[config.mk]
export PLATFORM = sky130hd
export DESIGN_NAME = linked_list_fifo_reader
export DESIGN_NICKNAME = d
export VERILOG_FILES = /design/src/rtl/linked_list_fifo_reader.sv
export SDC_FILE = /design/constraint.sdc
export NUM_CORES = 1
export LEC_CHECK = 0
export CORE_AREA = 4 4 82 65
export CTS_CLUSTER_DIAMETER = 120
export DETAILED_ROUTE_END_ITERATION = 7
export DIE_AREA = 0 0 86 69
export PLACE_DENSITY = 0.74
export SYNTH_ARGS = -nofsm -noshare
export SYNTH_HDL_FRONTEND = slang
export SYNTH_SLANG_ARGS = --single-unit
[constraint.sdc]
create_clock -name clk -period 2.7 [get_ports clk]
set_clock_uncertainty 0.1 [all_clocks]
set_input_delay 0.54 -clock clk [delete_from_list [all_inputs] [get_ports clk]]
set_output_delay 0.54 -clock clk [all_outputs]
set_load 0.03 [all_outputs]
[src/rtl/linked_list_fifo_reader.sv]
`default_nettype none
// ============================================================================
// Module   : linked_list_fifo_reader
// Purpose  : Round-robin drain engine for linked_list_fifo. Pops queues into a
//            4-entry buffer and streams them out tagged with the source queue.
// Option   : LLF_READER_BURST_EN - stay on a queue for up to MAX_BURST pops.
// Revision : 1.0 - initial release
// ============================================================================
module linked_list_fifo_reader #(
    parameter int WIDTH      = 8,
    parameter int FIFOS      = 8,
    parameter int LOG2_FIFOS = 3,
    parameter int MAX_BURST  = 4
) (
    input  logic                  clk,
    input  logic                  rst,
    input  logic                  en,
    output logic                  pop,
    output logic [LOG2_FIFOS-1:0] pop_fifo,
    input  logic                  fifo_empty,
    input  logic [WIDTH-1:0]      fifo_q,
    output logic                  m_valid,
    input  logic                  m_ready,
    output logic [WIDTH-1:0]      m_data,
    output logic [LOG2_FIFOS-1:0] m_fifo
);

    localparam logic [LOG2_FIFOS-1:0] c_last_fifo = LOG2_FIFOS'(FIFOS - 1);
    localparam logic [LOG2_FIFOS-1:0] c_fifo_one  = LOG2_FIFOS'(1);
    localparam int                    c_entry_w   = WIDTH + LOG2_FIFOS;

    if (FIFOS < 1 || LOG2_FIFOS < 1 || FIFOS > (1 << LOG2_FIFOS) || MAX_BURST < 1) begin : g_param_check
        $error("linked_list_fifo_reader: illegal parameter combination");
    end

    logic [LOG2_FIFOS-1:0] r_cur;
    logic                  r_inflight;
    logic [LOG2_FIFOS-1:0] r_tag;
    logic [c_entry_w-1:0]  r_mem [4];
    logic [1:0]            r_head;
    logic [1:0]            r_tail;
    logic [2:0]            r_occ;

    logic                  w_credit;
    logic                  w_probe;
    logic                  w_pop;
    logic                  w_advance;
    logic                  w_deq;
    logic [LOG2_FIFOS-1:0] w_cur_next;
    logic [c_entry_w-1:0]  w_head_entry;

    // Credit counts the in-flight word so a full buffer can never be overrun.
    assign w_credit   = (r_occ + {2'b00, r_inflight}) < 3'd4;
    assign w_probe    = en & w_credit;
    assign w_pop      = w_probe & ~fifo_empty & ~rst;
    assign w_deq      = (r_occ != 3'd0) & m_ready;
    assign w_cur_next = (r_cur == c_last_fifo) ? '0 : r_cur + c_fifo_one;

`ifdef LLF_READER_BURST_EN
    localparam int                   c_burst_w    = (MAX_BURST < 2) ? 1 : $clog2(MAX_BURST);
    localparam logic [c_burst_w-1:0] c_burst_last = c_burst_w'(MAX_BURST - 1);
    localparam logic [c_burst_w-1:0] c_burst_one  = c_burst_w'(1);

    logic [c_burst_w-1:0] r_burst;

    // Move on after an empty/idle probe or once this pop completes the burst.
    assign w_advance = w_probe & (~w_pop | (r_burst == c_burst_last));

    always_ff @(posedge clk) begin
        if (rst) begin
            r_burst <= '0;
        end else if (w_advance) begin
            r_burst <= '0;
        end else if (w_pop) begin
            r_burst <= r_burst + c_burst_one;
        end
    end
`else
    assign w_advance = w_probe;
`endif

    always_ff @(posedge clk) begin
        if (rst) begin
            r_cur <= '0;
        end else if (w_advance) begin
            r_cur <= w_cur_next;
        end
    end

    always_ff @(posedge clk) begin
        if (rst) begin
            r_inflight <= 1'b0;
            r_tag      <= '0;
        end else begin
            r_inflight <= w_pop;
            if (w_pop) begin
                r_tag <= r_cur;
            end
        end
    end

    always_ff @(posedge clk) begin
        if (rst) begin
            r_head <= 2'd0;
            r_tail <= 2'd0;
            r_occ  <= 3'd0;
        end else begin
            if (r_inflight) begin
                r_tail <= r_tail + 2'd1;
            end
            if (w_deq) begin
                r_head <= r_head + 2'd1;
            end
            case ({r_inflight, w_deq})
                2'b10:   r_occ <= r_occ + 3'd1;
                2'b01:   r_occ <= r_occ - 3'd1;
                default: r_occ <= r_occ;
            endcase
        end
    end

    // fifo_q is only meaningful the cycle after a pop, when r_inflight is set.
    always_ff @(posedge clk) begin
        if (r_inflight && !rst) begin
            r_mem[r_tail] <= {fifo_q, r_tag};
        end
    end

    assign w_head_entry = r_mem[r_head];
    assign pop          = w_pop;
    assign pop_fifo     = r_cur;
    assign m_valid      = (r_occ != 3'd0);
    assign m_data       = m_valid ? w_head_entry[c_entry_w-1:LOG2_FIFOS] : '0;
    assign m_fifo       = m_valid ? w_head_entry[LOG2_FIFOS-1:0] : '0;

endmodule
`default_nettype wire

==> results, run 1 <==
- The sequential cell area fraction in the yosys report is 67.2%.
- The clock root buffer is sky130_fd_sc_hd__clkbuf_8.
- After the first detailed-routing iteration, the DRC count stood at 107.
- The final antenna-violating net count is 0.
- The summed negative setup slack over all endpoints is 0 ns.
- Summed over all layers, the routed wires come to 4170 um.
- The net count after synthesis is 173.
- The clock period could shrink to 2.51 ns.
- The number of global-route vias before repair is 1428.
- The netlist uses 26 different library cells.
- In this run the most critical hold path is launched from r_tag[0]$_SDFFE_PP0P_.
- Setup violations remaining at the end of the flow were counted as 0.
- The worst setup path is of the reg2out kind.
- The maximum number of pins on one net before global-route repair is 13.
- The synthesized design contains 60 register bits.
- The critical path endpoint category is a primary output.
- For this design the ratio of total power to cell area is 841 mW/mm^2.
- The number of inserted diodes is 0.
- For this design, the CTS-stage hold fixing added 0 buffers.
- The count of port buffers added during placement is 28.
- The number of endpoints with negative hold slack in the final report is 0.
- Counting every instance in the synthesized netlist gives 152.
- The CTS buffer count is 9.
- The clock tree from TritonCTS is done.
- Global routing consumed, over all layers together, 15.4% of the routing resources.
- The first global-routing pass estimated 6690 um of wire.
- The count of warnings emitted by yosys is 0.
- A synthesized cell averages 16.1 um^2.
- The worst path arrival time is 1.87 ns.
- The leftover overflow at the end of global routing is 0.
- The number of antenna violations at the first check in global routing is 0.
- The last weighted congestion value of the routability-driven placer is 0.766.
- The number of iterations in the first detailed-routing pass is 5.
- The clock latency reported for the late side of the worst-skew pair is 0.33 ns.
- Max-cap violations in this run came to 0.
- The initialized floorplan defines 21 standard-cell rows.
- The ratio of routed vias to standard cells is 5.33.
- The clock tree synthesis step divided the H-tree into 3 levels.
- At the pin with the least slew margin, the transition time is 0.465 ns.
- In the final layout, the share of cells above drive strength 1 is 17.8%.
- The min-delay analysis places its worst path in the category reg2reg.
- The kind of start point of the critical path is a flop.
- The required time of the worst setup path is 2.06 ns.
- After synthesis, the largest area contributor takes up 54.1% of total cell area.
- The core region is 0.00444 mm^2.
- The initial utilization of the core area, before any placement, comes to 55.0%.
- The most common cell after layout, fill and taps aside is sky130_fd_sc_hd__edfxtp_1.
- The clock sink count is 60.
- Final hold analysis gives a worst-case slack of 0.422 ns.
- Of all nets on the critical path, the largest fanout is 11.
- The total via count after detailed routing is 1354.
- The average wire per cell in the routed design is 16.4 um.
- Timing would allow up to 399 MHz.
- The run finished with clean final reports.
- The number of pins with negative max-slew slack in the final report is 0.
- The maximum number of buffers from clock root to sink is 2.
- The height of the die is 69 um.
- The dominant cell type by area after synthesis is sky130_fd_sc_hd__edfxtp_1.
- Setup repair after global routing left no endpoint under its margin.
- The layout has 292 filler cells.
- The post-synthesis to final-layout area growth is 23.0%.
- In the layout the commonest cells are 44 x sky130_fd_sc_hd__edfxtp_1, 16 x sky130_fd_sc_hd__dfxtp_1, 16 x sky130_fd_sc_hd__clkdlybuf4s50_1.
- The synthesized cell area is 0.00244 mm^2.
- For this design the static power due to leakage is 1.13 nW.
- Clock-pin slew was measured on the worst setup and hold paths at 0.06 ns.
- The share of the cycle needed by the critical path after routing is 92.8%.
- The floorplan step defined a die boundary enclosing 0.00593 mm^2.
- The quantity of gates resized following cts is 11.
- The HPWL after detailed placement is 2800 um.
- The post-CTS setup-driven buffer insertion count is 0.
- The remaining routing DRC violations is 0.
- The final standard cell utilization of the core is 67.6%.
- After synthesis, the cell types taking the most area are sky130_fd_sc_hd__edfxtp_1 54%, sky130_fd_sc_hd__dfxtp_1 13%, sky130_fd_sc_hd__mux4_2 10%.
- For this run, the post-layout net count is 214.
- The die width is 86 um.
- The relative max-transition margin is 68.6%.
- The I/O pin total is 29.
- The worst register-to-register path begins at r_occ[0]$_SDFFE_PP0P_.
- The worst ir drop on vdd is 0.443 mV.
==> logic make-up (layout without fill, tap and decap cells) <==
| family | after synthesis | count (layout) | synth area share (%) |
|---|---|---|---|
| DFF | 60 | 60 | 67.2 |
| xor gates and xnor gates | 5 | 5 | 1.79 |
| muxes | 18 | 18 | 13.0 |
| and+or+nand+nor | 38 | 38 | 8.81 |
| adders and majority gates | 8 | 8 | 4.41 |
| buffers and inverters | 15 | 60 | 2.51 |
| AOI/OAI and AO/OA | 8 | 8 | 2.25 |
==> worst max-delay path, cell delays in order (launching register included) <==
cell and delay (ns):
sky130_fd_sc_hd__dfxtp_1 0.36, sky130_fd_sc_hd__buf_12 0.16, sky130_fd_sc_hd__mux4_2 0.49, sky130_fd_sc_hd__and2b_1 0.16, sky130_fd_sc_hd__dlygate4sd2_1 0.35
==> state kept, by name (all words and copies together), names as in the netlist, named ones only <==
signal      count
r_occ           3
pop_fifo        3
r_mem          44
r_inflight      1
r_tag           3
r_head          2
r_tail          2
==> stage by stage <==
| step | cells | instance area [um^2] | setup slack, ns | total power, mW |
|---|---|---|---|---|
| final | 254 | 3000 | 0.194 | 2.53 |
| after global placement | 239 | 2840 | 0.214 | 1.86 |
| after CTS | 254 | 3000 | 0.165 | 2.56 |
| after floorplan | 152 | 2440 | 0.666 | 1.58 |
| after global routing | 254 | 3000 | 0.0994 | 2.66 |
| after detailed placement | 239 | 2840 | 0.0296 | 1.87 |
==> power by group <==
part | leakage, nW | internal, mW | switching, mW
logic | 0.508 | 0.320 | 0.404
registers | 0.531 | 1.03 | 0.0423
clock network | 0.0923 | 0.412 | 0.322
total | 1.13 | 1.76 | 0.768
==> worst paths after layout <==
| kind | endpoint | slack, ns | depth (start not counted) |
|---|---|---|---|
| min reg2reg | r_mem[2][0]$_DFFE_PP_ | 0.42 | 0 |
| max | m_fifo[2] | 0.19 | 4 |
| max reg2reg | r_occ[2]$_SDFFE_PP0P_ | 0.58 | 8 |
| min | r_mem[2][0]$_DFFE_PP_ | 0.42 | 0 |
==> Yosys cell counts, drive strengths merged <==
master and n:
dfxtp 16, nand2b 8, nor2 11, or3 2
nor3 1, clkbuf 5, nand4 1, o311ai 1
inv 9, mux2i 7, mux4 11, a21oi 3
o31ai 1, and2 4, a211o 1, ha 7
fa 1, o21ai 1, xor2 4, edfxtp 44
buf 1, and2b 5, a31o 1, xnor2 1
nor2b 6
==> layout make-up <==
cell class / instances / area, um^2 / area share [%]
multi-input cells: 77 / 739 / 24.6
flip-flops and latches: 60 / 1640 / 54.7
clock inverters: 6 / 56.3 / 1.88
well taps: 57 / 71.3 / 2.37
repair buffers: 36 / 337 / 11.2
clock buffers: 9 / 124 / 4.13
inverters: 9 / 33.8 / 1.13
==> metal layers <==
| layer | global-route usage, % | wire (um) |
|---|---|---|
| met3 | 7.98 | 229 |
| met5 | 0 | 0 |
| met1 | 17.4 | 1740 |
| met4 | 5.98 | 41 |
| met2 | 24.6 | 2160 |
Note: power is estimated with default switching activity, not from simulation.
==> run 2, diff against run 1 <==
- TNS_END_PERCENT: unset -> 50
==> results of run 2 <==
Final layout, timing and power as in run 1 (identical DEF).
